<file path="config.mk">
export PLATFORM = sky130hd
export DESIGN_NAME = store_sequencer_flat
export DESIGN_NICKNAME = d
export VERILOG_FILES = /design/src/rtl/store_sequencer_if.sv /design/src/rtl/store_sequencer.sv /design/src/flat_wrapper.sv
export SDC_FILE = /design/constraint.sdc
export NUM_CORES = 1
export LEC_CHECK = 0
export ABC_AREA = 1
export CAP_MARGIN = 20
export CORE_MARGIN = 4
export CORE_UTILIZATION = 46
export CTS_CLUSTER_SIZE = 25
export DETAILED_ROUTE_END_ITERATION = 6
export PLACE_DENSITY = 0.86
export RECOVER_POWER = 50
export REMOVE_ABC_BUFFERS = 1
export SLEW_MARGIN = 20
export SYNTH_ARGS = -nofsm -noshare
export SYNTH_HDL_FRONTEND = slang
export SYNTH_SLANG_ARGS = --single-unit
</file>
<file path="constraint.sdc">
create_clock -name clk -period 4.3 [get_ports clk]
set_input_delay 0.43 -clock clk [delete_from_list [all_inputs] [get_ports clk]]
set_output_delay 0.43 -clock clk [all_outputs]
set_load 0.01 [all_outputs]
</file>
<file path="src/rtl/store_sequencer_if.sv">
// Request/memory-write bundle between the control FSM, the store sequencer and the memory port.
// Store-op encodings are provided here when the decoder has not already defined them.
`ifndef STORE_OP_WIDTH
`define STORE_OP_WIDTH 2
`endif
`ifndef STORE_OP_SB
`define STORE_OP_SB 2'd0
`endif
`ifndef STORE_OP_SH
`define STORE_OP_SH 2'd1
`endif
`ifndef STORE_OP_SW
`define STORE_OP_SW 2'd2
`endif

interface store_sequencer_if #(
  parameter int XLEN = 32
);
  logic                       req_valid;
  logic                       req_ready;
  logic [`STORE_OP_WIDTH-1:0] req_storeop;
  logic [XLEN-1:0]            req_addr;
  logic [XLEN-1:0]            req_data;
  logic                       mem_valid;
  logic                       mem_ready;
  logic [XLEN-1:0]            mem_addr;
  logic [XLEN-1:0]            mem_wdata;
  logic [3:0]                 mem_wstrb;
  logic                       done;
  logic                       err_misaligned;

  // Environment side: control FSM issues requests, memory accepts beats.
  modport master (
    output req_valid, req_storeop, req_addr, req_data, mem_ready,
    input  req_ready, mem_valid, mem_addr, mem_wdata, mem_wstrb, done, err_misaligned
  );

  modport slave (
    input  req_valid, req_storeop, req_addr, req_data, mem_ready,
    output req_ready, mem_valid, mem_addr, mem_wdata, mem_wstrb, done, err_misaligned
  );
endinterface

</file>
<file path="src/rtl/store_sequencer.sv">
// Store sequencer: drives one decoded SB/SH/SW store onto the word-wide memory write port.
// Macro KIANV_STORE_SPLIT_EN splits word-crossing stores into two beats; otherwise they are rejected.
module store_sequencer #(
  parameter int XLEN = 32
) (
  input logic              clk,
  input logic              rst,
  store_sequencer_if.slave bus
);

  typedef enum logic [1:0] {IDLE, WR0, WR1, DONE} state_e;

  state_e          state_q, state_d;
  logic            mem_valid_q, mem_valid_d;
  logic [XLEN-1:0] mem_addr_q, mem_addr_d;
  logic [XLEN-1:0] mem_wdata_q, mem_wdata_d;
  logic [3:0]      mem_wstrb_q, mem_wstrb_d;
  logic            err_q, err_d;
`ifdef KIANV_STORE_SPLIT_EN
  logic            cross_q, cross_d;
  logic [XLEN-1:0] addr1_q, addr1_d;
  logic [XLEN-1:0] wdata1_q, wdata1_d;
  logic [3:0]      wstrb1_q, wstrb1_d;
`endif

  logic [1:0]      off;
  logic [2:0]      size;
  logic [3:0]      mask;
  logic            crosses;
  logic [XLEN-1:0] addr0;
  logic [XLEN-1:0] wdata0;
  logic [3:0]      wstrb0;

  function automatic logic [2:0] op_size(input logic [`STORE_OP_WIDTH-1:0] op);
    case (op)
      `STORE_OP_SB: op_size = 3'd1;
      `STORE_OP_SH: op_size = 3'd2;
      default:      op_size = 3'd4;
    endcase
  endfunction

  function automatic logic [3:0] size_mask(input logic [2:0] sz);
    case (sz)
      3'd1:    size_mask = 4'b0001;
      3'd2:    size_mask = 4'b0011;
      default: size_mask = 4'b1111;
    endcase
  endfunction

  // Beat-0 image is computed straight from the request so it can be registered at acceptance.
  always_comb begin
    off     = bus.req_addr[1:0];
    size    = op_size(bus.req_storeop);
    mask    = size_mask(size);
    crosses = (({1'b0, off} + size) > 3'd4);
    addr0   = {bus.req_addr[XLEN-1:2], 2'b00};
    wdata0  = bus.req_data << {off, 3'b000};
    wstrb0  = mask << off;
  end

  always_comb begin
    state_d     = state_q;
    mem_valid_d = mem_valid_q;
    mem_addr_d  = mem_addr_q;
    mem_wdata_d = mem_wdata_q;
    mem_wstrb_d = mem_wstrb_q;
    err_d       = 1'b0;
`ifdef KIANV_STORE_SPLIT_EN
    cross_d     = cross_q;
    addr1_d     = addr1_q;
    wdata1_d    = wdata1_q;
    wstrb1_d    = wstrb1_q;
`endif
    case (state_q)
      IDLE: begin
        if (bus.req_valid) begin
`ifdef KIANV_STORE_SPLIT_EN
          state_d     = WR0;
          mem_valid_d = 1'b1;
          mem_addr_d  = addr0;
          mem_wdata_d = wdata0;
          mem_wstrb_d = wstrb0;
          cross_d     = crosses;
          addr1_d     = addr0 + XLEN'(4);
          wdata1_d    = bus.req_data >> {(3'd4 - {1'b0, off}), 3'b000};
          wstrb1_d    = mask >> (3'd4 - {1'b0, off});
`else
          if (crosses) begin
            state_d = DONE;
            err_d   = 1'b1;
          end else begin
            state_d     = WR0;
            mem_valid_d = 1'b1;
            mem_addr_d  = addr0;
            mem_wdata_d = wdata0;
            mem_wstrb_d = wstrb0;
          end
`endif
        end
      end
      WR0: begin
        if (bus.mem_ready) begin
`ifdef KIANV_STORE_SPLIT_EN
          if (cross_q) begin
            state_d     = WR1;
            mem_addr_d  = addr1_q;
            mem_wdata_d = wdata1_q;
            mem_wstrb_d = wstrb1_q;
          end else begin
            state_d     = DONE;
            mem_valid_d = 1'b0;
          end
`else
          state_d     = DONE;
          mem_valid_d = 1'b0;
`endif
        end
      end
`ifdef KIANV_STORE_SPLIT_EN
      WR1: begin
        if (bus.mem_ready) begin
          state_d     = DONE;
          mem_valid_d = 1'b0;
        end
      end
`endif
      DONE:    state_d = IDLE;
      default: state_d = IDLE;
    endcase
  end

  always_ff @(posedge clk) begin
    if (rst) begin
      state_q     <= IDLE;
      mem_valid_q <= 1'b0;
      mem_addr_q  <= '0;
      mem_wdata_q <= '0;
      mem_wstrb_q <= '0;
      err_q       <= 1'b0;
    end else begin
      state_q     <= state_d;
      mem_valid_q <= mem_valid_d;
      mem_addr_q  <= mem_addr_d;
      mem_wdata_q <= mem_wdata_d;
      mem_wstrb_q <= mem_wstrb_d;
      err_q       <= err_d;
    end
  end

`ifdef KIANV_STORE_SPLIT_EN
  always_ff @(posedge clk) begin
    if (rst) begin
      cross_q <= 1'b0;
    end else begin
      cross_q <= cross_d;
    end
    addr1_q  <= addr1_d;
    wdata1_q <= wdata1_d;
    wstrb1_q <= wstrb1_d;
  end
`endif

  assign bus.req_ready      = (state_q == IDLE);
  assign bus.mem_valid      = mem_valid_q;
  assign bus.mem_addr       = mem_addr_q;
  assign bus.mem_wdata      = mem_wdata_q;
  assign bus.mem_wstrb      = mem_wstrb_q;
  assign bus.done           = (state_q == DONE);
  assign bus.err_misaligned = err_q;

endmodule

</file>
<file path="src/flat_wrapper.sv">
// flat-port wrapper written by rule: the top's interface ports become plain ports
module store_sequencer_flat 
#(
  parameter int XLEN = 32
)
  (clk, rst, bus_req_valid, bus_req_storeop, bus_req_addr, bus_req_data, bus_mem_ready, bus_req_ready, bus_mem_valid, bus_mem_addr, bus_mem_wdata, bus_mem_wstrb, bus_done, bus_err_misaligned);
  store_sequencer_if #(.XLEN(XLEN)) bus_i ();
  input logic clk;
  input logic rst;
  input wire logic [$bits(bus_i.req_valid)-1:0] bus_req_valid;
  input wire logic [$bits(bus_i.req_storeop)-1:0] bus_req_storeop;
  input wire logic [$bits(bus_i.req_addr)-1:0] bus_req_addr;
  input wire logic [$bits(bus_i.req_data)-1:0] bus_req_data;
  input wire logic [$bits(bus_i.mem_ready)-1:0] bus_mem_ready;
  output wire logic [$bits(bus_i.req_ready)-1:0] bus_req_ready;
  output wire logic [$bits(bus_i.mem_valid)-1:0] bus_mem_valid;
  output wire logic [$bits(bus_i.mem_addr)-1:0] bus_mem_addr;
  output wire logic [$bits(bus_i.mem_wdata)-1:0] bus_mem_wdata;
  output wire logic [$bits(bus_i.mem_wstrb)-1:0] bus_mem_wstrb;
  output wire logic [$bits(bus_i.done)-1:0] bus_done;
  output wire logic [$bits(bus_i.err_misaligned)-1:0] bus_err_misaligned;
  assign bus_i.req_valid = bus_req_valid;
  assign bus_i.req_storeop = bus_req_storeop;
  assign bus_i.req_addr = bus_req_addr;
  assign bus_i.req_data = bus_req_data;
  assign bus_i.mem_ready = bus_mem_ready;
  assign bus_req_ready = bus_i.req_ready;
  assign bus_mem_valid = bus_i.mem_valid;
  assign bus_mem_addr = bus_i.mem_addr;
  assign bus_mem_wdata = bus_i.mem_wdata;
  assign bus_mem_wstrb = bus_i.mem_wstrb;
  assign bus_done = bus_i.done;
  assign bus_err_misaligned = bus_i.err_misaligned;
  store_sequencer #(.XLEN(XLEN)) u_core (.clk(clk), .rst(rst), .bus(bus_i));
endmodule
</file>
Word-level counts from Yosys, hierarchy flattened
Cells that the tools add are included.

Register bits: 70. Input port bits: 70. Output and inout bits: 72. Word-level logic and storage cells: 39.

Add/sub/neg operators: 1. Magnitude comparators: 1. Equal/unequal tests: 8. Shifts and indexed selects: 2. Mux-type cells: 11. Bitwise logic cells: 3. Reduce and logical (&&, ||, !) cells: 7.

Operators by type and width (count): left shift 32 x 5 -> 32 bit (1); case mux 4 bit (2 select lines) (1); 2-to-1 mux 2 bit (3); != test 2 bit (second input constant) (3); case mux 3 bit (2 select lines) (1); == test 2 x 1 -> 1 bit (second input constant) (2); logical NOT 2 bit (2); 2-to-1 mux 1 bit (4); case mux 2 bit (2 select lines) (1); AND reduction 4 bit (1); left shift 4 x 2 -> 4 bit (1); adder 2 x 3 -> 3 bit (1); == test 3 x 1 -> 1 bit (second input constant) (1); == test 3 x 2 -> 1 bit (second input constant) (1); greater-than comparator 3 bit (second input constant) (1); NOT 1 bit (3); AND reduction 3 bit (1); OR reduction 3 bit (1); == test 2 bit (second input constant) (1); case mux 1 bit (2 select lines) (1); AND reduction 2 bit (1); nonzero test 2 bit (1).

Logic depth before layout (Yosys ltp)
Depth after elaboration: 7. Gate-level depth with buffers: 13. Gate-level depth less buffers: 12.

Least setup slack after synthesis
No wires, ideal clock.

Kind: in2reg. Start: input port bus_req_storeop[0]. End: register u_core.mem_wdata_q[0], in the netlist u_core.bus.mem_wdata[0]. Setup time: 0.070 ns. Arrival time: 1.936 ns. Data required time: 4.230 ns. Slack: 2.295 ns. Stages: 9. Buffers on the path: 1. Path through: nor2_1 ha_1 inv_1 fa_1 nand2_1 nand3_2 clkbuf_1 nand3_1 a21oi_1.

Longest elaborated chain between the ends: 6. Elaborated cells between the ends (all ways): 7. Those cells by class: add/sub: 1; order compare: 1; eq/ne: 1; mux: 1; bitwise: 1; reduce/logical: 2.

Ends and longest elaborated chain: from (decl) (line flat_wrapper.sv:11) `input wire logic [$bits(bus_i.req_storeop)-1:0] bus_req_storeop;`; == test 2 x 1 -> 1 bit / logical NOT 2 bit (equally long branches) (line store_sequencer.sv:35) `case (op)`; case mux 3 bit (2 select lines) (*) (line store_sequencer.sv:35); adder 2 x 3 -> 3 bit (*) (line store_sequencer.sv:55) `crosses = (({1'b0, off} + size) > 3'd4);`; greater-than comparator 3 bit (*) (line store_sequencer.sv:55); NOT 1 bit (no source line) (*); AND reduction 3 bit (no source line) (*); to (signal assigned) (line store_sequencer.sv:144) `mem_wdata_q <= mem_wdata_d;`; to (decl) (line store_sequencer.sv:16) `logic [XLEN-1:0] mem_wdata_q, mem_wdata_d;`.

Every way passes the cells marked *; elsewhere a longest branch is shown, timed or not. A chain may end at the register's enable or synchronous reset.

Worst setup path after layout
Start: input port bus_req_addr[1]. End: register u_core.mem_addr_q[7], in the netlist u_core.bus.mem_addr[7].

Longest elaborated chain between the ends: 4.

Ends and longest elaborated chain: from (decl) (line flat_wrapper.sv:12) `input wire logic [$bits(bus_i.req_addr)-1:0] bus_req_addr;`; adder 2 x 3 -> 3 bit (line store_sequencer.sv:55); greater-than comparator 3 bit (line store_sequencer.sv:55); NOT 1 bit (no source line); AND reduction 3 bit (no source line); to (signal assigned) (line store_sequencer.sv:143) `mem_addr_q <= mem_addr_d;`; to (decl) (line store_sequencer.sv:15) `logic [XLEN-1:0] mem_addr_q, mem_addr_d;`.

Every way passes these cells.

==> run metrics <==
row count=30; clk sinks=70; die area=~8500 µm²; part of the power in combinational logic=between 20% and 30%; critical path, cell by cell=clkdlybuf4s50_1 > buf_4 > inv_1 > buf_4 > fa_1 > nand2_1 > nand3_2 > nand2_4 > buf_4 > o21ai_0 > nor2_1; Worst R2R Setup Slack=between 2000 and 3000 ps; final max-slew violation count=between 60 and 70; first-pass GRT wire length=15.2 mm; final setup fails=0; Core ar.=6870 µm²; Util after Layout=between 70% and 80%; GRT Util Overall=22.0%; Clk pin slew, worst setup/hold paths=~80 ps; first-pass iteration count of the detailed router=5; post-synth cell types=26; Seq cells post-synth=70; Max-Cap Viols=1; Pwr per Cell Area=about 380 nW/µm²; status=finished with violations; GPL Wtd Cong=0.783; kind of critical path=in -> reg; routed length per instance=between 10 and 15 µm; area grow syn2layout=47.0%; warnings from Yosys=0; hold_buf cts=0; initial cell density of the core=between 40% and 50%; DP HPWL=between 6 and 7 mm; post-synthesis sequential area ratio=roughly 43%; worst vdd ir=around 0.19 mV; Avg Inst Size Synth=between 6 and 7 µm²; Leak=between 2 and 2.5 nW; final non-filler cell total=a little over 700; placed cell count=between 600 and 700; post-CTS setup buffer count=0; switching power=around 0.54 mW; setup TNS=0 ps; vias=between 3k and 4k; worst hold start=u_core.bus.mem_valid$_SDFFE_PP0P_; CTS tree=done; Pint=between 1 and 1.5 mW; hold endpoint=u_core.bus.mem_valid$_SDFFE_PP0P_; layout cells sized above 1=between 4 and 5%; Post-Syn Area=between 3000 and 4000 µm²; CP max-delay cell=buf_4; Worst Path Buf+Inv=5; fin nets=just under 700; Port Buffer Count=around 140; Detailed Route WL=9.69 mm; GR Overflow Total=0; ANT cells=0; sequential power share=between 40% and 50%; worst slew pin tran=1600 ps; Worst Hold Depth=2; post-route DRC violation count=0; Num CTS Buffers=9; Syn Inst Count=486; die span in y=a little over 90 µm; Final period util=between 70% and 80%; CP startpoint kind=input pin; RSZ-0062 raised after global routing=false; Clk network pwr share=32.1%; Die X=approximately 92 µm; vias per cell=about 5; Crit path largest cell delay=about 500 ps; vias in the first global route=about 3.1k; DRT iter0 DRCs=218; post-CTS resize count=0; most used cell along the critical path=buf_4; Sw Ratio=29.4%; worst min-delay path class=reg -> reg; max_slew headroom=-6.96%; clk buf depth=2; Root Driver=clkbuf_8; H-tree Lvls=3; largest net degree at the start of global routing=between 60 and 70; achievable frequency=0.316 GHz; initial antenna violation count=0; reg2reg start=u_core.state_q[1]$_SDFFE_PP0P_; failing checks=capacitance limit, slew limit; CP max FO=around 60; Antenna Violating Nets Remaining=0; critical path arrival=roughly 3400 ps; final worst path period need=between 3000 and 4000 ps; worst path required time=between 4000 and 5000 ps; R2R cell count=7; Critical Path Sink Type=flop; Final Hold Violating Endpoints=0; Worst R2R End=u_core.bus.mem_addr[7]$_SDFFE_PP0P_; cell family with most CP delay=buffers and inverters; Clock Latency Late Sink=around 330 ps; Ports=roughly 140; clk_skew=approximately 7.4 ps
## area by class of cell
cell class | count | area, µm²
clock inverter | 6 | 85.1
multi-input combinational | 347 | 1530
clock buffer | 10 | 138
inverter | 37 | 141
timing repair buffer | 142 | 1410
sequential | 70 | 1400
fill | 581 | 2040
tap | 96 | 120
## kinds of logic (layout without fill, tap and decap cells)
kind of cell / Yosys count / count (layout) / share of synthesized area (%)
simple gates: 257 / 257 / 31.0
buf+inv: 70 / 195 / 10.8
flops: 70 / 70 / 42.7
other cells: 1 / 2 / 0.114
fa+ha+maj: 4 / 4 / 1.75
compound gates: 84 / 84 / 13.6
## cells in the mapped netlist
library cell	instances	share of area (%)
ha_1	3	1.1
buf_2	10	1.5
buf_6	8	2.7
clkbuf_1	10	1.1
inv_1	33	3.8
nor3_1	8	1.2
or2_2	1	0.19
o22ai_1	8	1.5
buf_4	4	0.92
inv_4	1	0.19
nand2_4	1	0.34
conb_1	1	0.11
nor2_1	120	14
o21ai_0	33	5.0
fa_1	1	0.61
nor2_2	1	0.19
and3_1	1	0.19
nand3_1	18	2.7
dfxtp_1	70	43
nand2_1	106	12
a21oi_1	18	2.7
o21ai_1	18	2.7
buf_1	1	0.11
nand3_2	1	0.31
o211ai_1	7	1.6
inv_2	3	0.34
## worst max path at each step
| stage | startpoint | end | slack, ps | depth (start not counted) |
|---|---|---|---|---|
| final | bus_req_addr[1] | u_core.bus.mem_addr[7]$_SDFFE_PP0P_ | 1140 | 11 |
| after floorplan | bus_req_addr[1] | u_core.bus.mem_addr[10]$_SDFFE_PP0P_ | 1760 | 8 |
| after CTS | bus_req_addr[1] | u_core.bus.mem_wdata[19]$_SDFFE_PP0P_ | 1190 | 12 |
| after detailed placement | bus_req_addr[1] | u_core.bus.mem_wdata[19]$_SDFFE_PP0P_ | 830 | 12 |
| after global placement | bus_req_addr[1] | u_core.bus.mem_addr[3]$_SDFFE_PP0P_ | 950 | 11 |
| after global routing | bus_req_addr[1] | u_core.bus.mem_addr[13]$_SDFFE_PP0P_ | 930 | 11 |
## layout by cell type (no fill, tap or decap), drive strengths merged
cell,n
ha,3
nand3,19
dlygate4sd3,69
fa,1
nor2,121
a21oi,18
conb,2
or2,1
clkinvlp,2
o21ai,51
o22ai,8
inv,37
clkbuf,10
o211ai,7
clkdlybuf4s50,69
dfxtp,70
nor3,8
clkinv,2
buf,4
bufinv,2
nand2,107
and3,1
## worst min-delay path: cells and delay by family (launching register included)
| family | cells | cell delay [ps] |
|---|---|---|
| flip-flops | 1 | 310 |
| AO/OA/AOI/OAI | 1 | 60 |
| buffers and inverters | 1 | 40 |
## power by group through the flow
stage / registers, mW / clock network [mW] / logic [mW]
6_report: 0.757 / 0.588 / 0.487
5_1_grt: 0.767 / 0.632 / 0.538
4_1_cts: 0.761 / 0.596 / 0.515
3_5_place_dp: 0.776 / 0 / 0.513
3_3_place_gp: 0.773 / 0 / 0.499
2_1_floorplan: 0.805 / 0 / 0.202
## sequential cells by signal (all words and copies together), names as in the netlist
signal	cells
u_core.bus.mem_wdata	32
u_core.bus.mem_addr	30
u_core.bus.mem_wstrb	4
u_core.state_q	2
u_core.bus.err_misaligned	1
u_core.bus.mem_valid	1
## metal layers
layer  global-route usage, %  vias up  share of wire, %
met1                    27.4     1579                41
met2                    37.6      163                47
met3                    5.77       11                11
met4                    5.82        0              0.93
li1                        -     1781                 -
met5                       0        -                 0
## per-stage QoR
step / setup WS, ps / hold slack [ps] / instance area, µm² / power [mW]
2_1_floorplan: 1760 / 469 / 3070 / 1.01
3_3_place_gp: 946 / 441 / 4600 / 1.27
3_5_place_dp: 831 / 443 / 4600 / 1.29
4_1_cts: 1190 / 456 / 4830 / 1.87
5_1_grt: 935 / 480 / 4830 / 1.94
6_report: 1140 / 451 / 4830 / 1.83
Power figures use the tool's default switching activity.
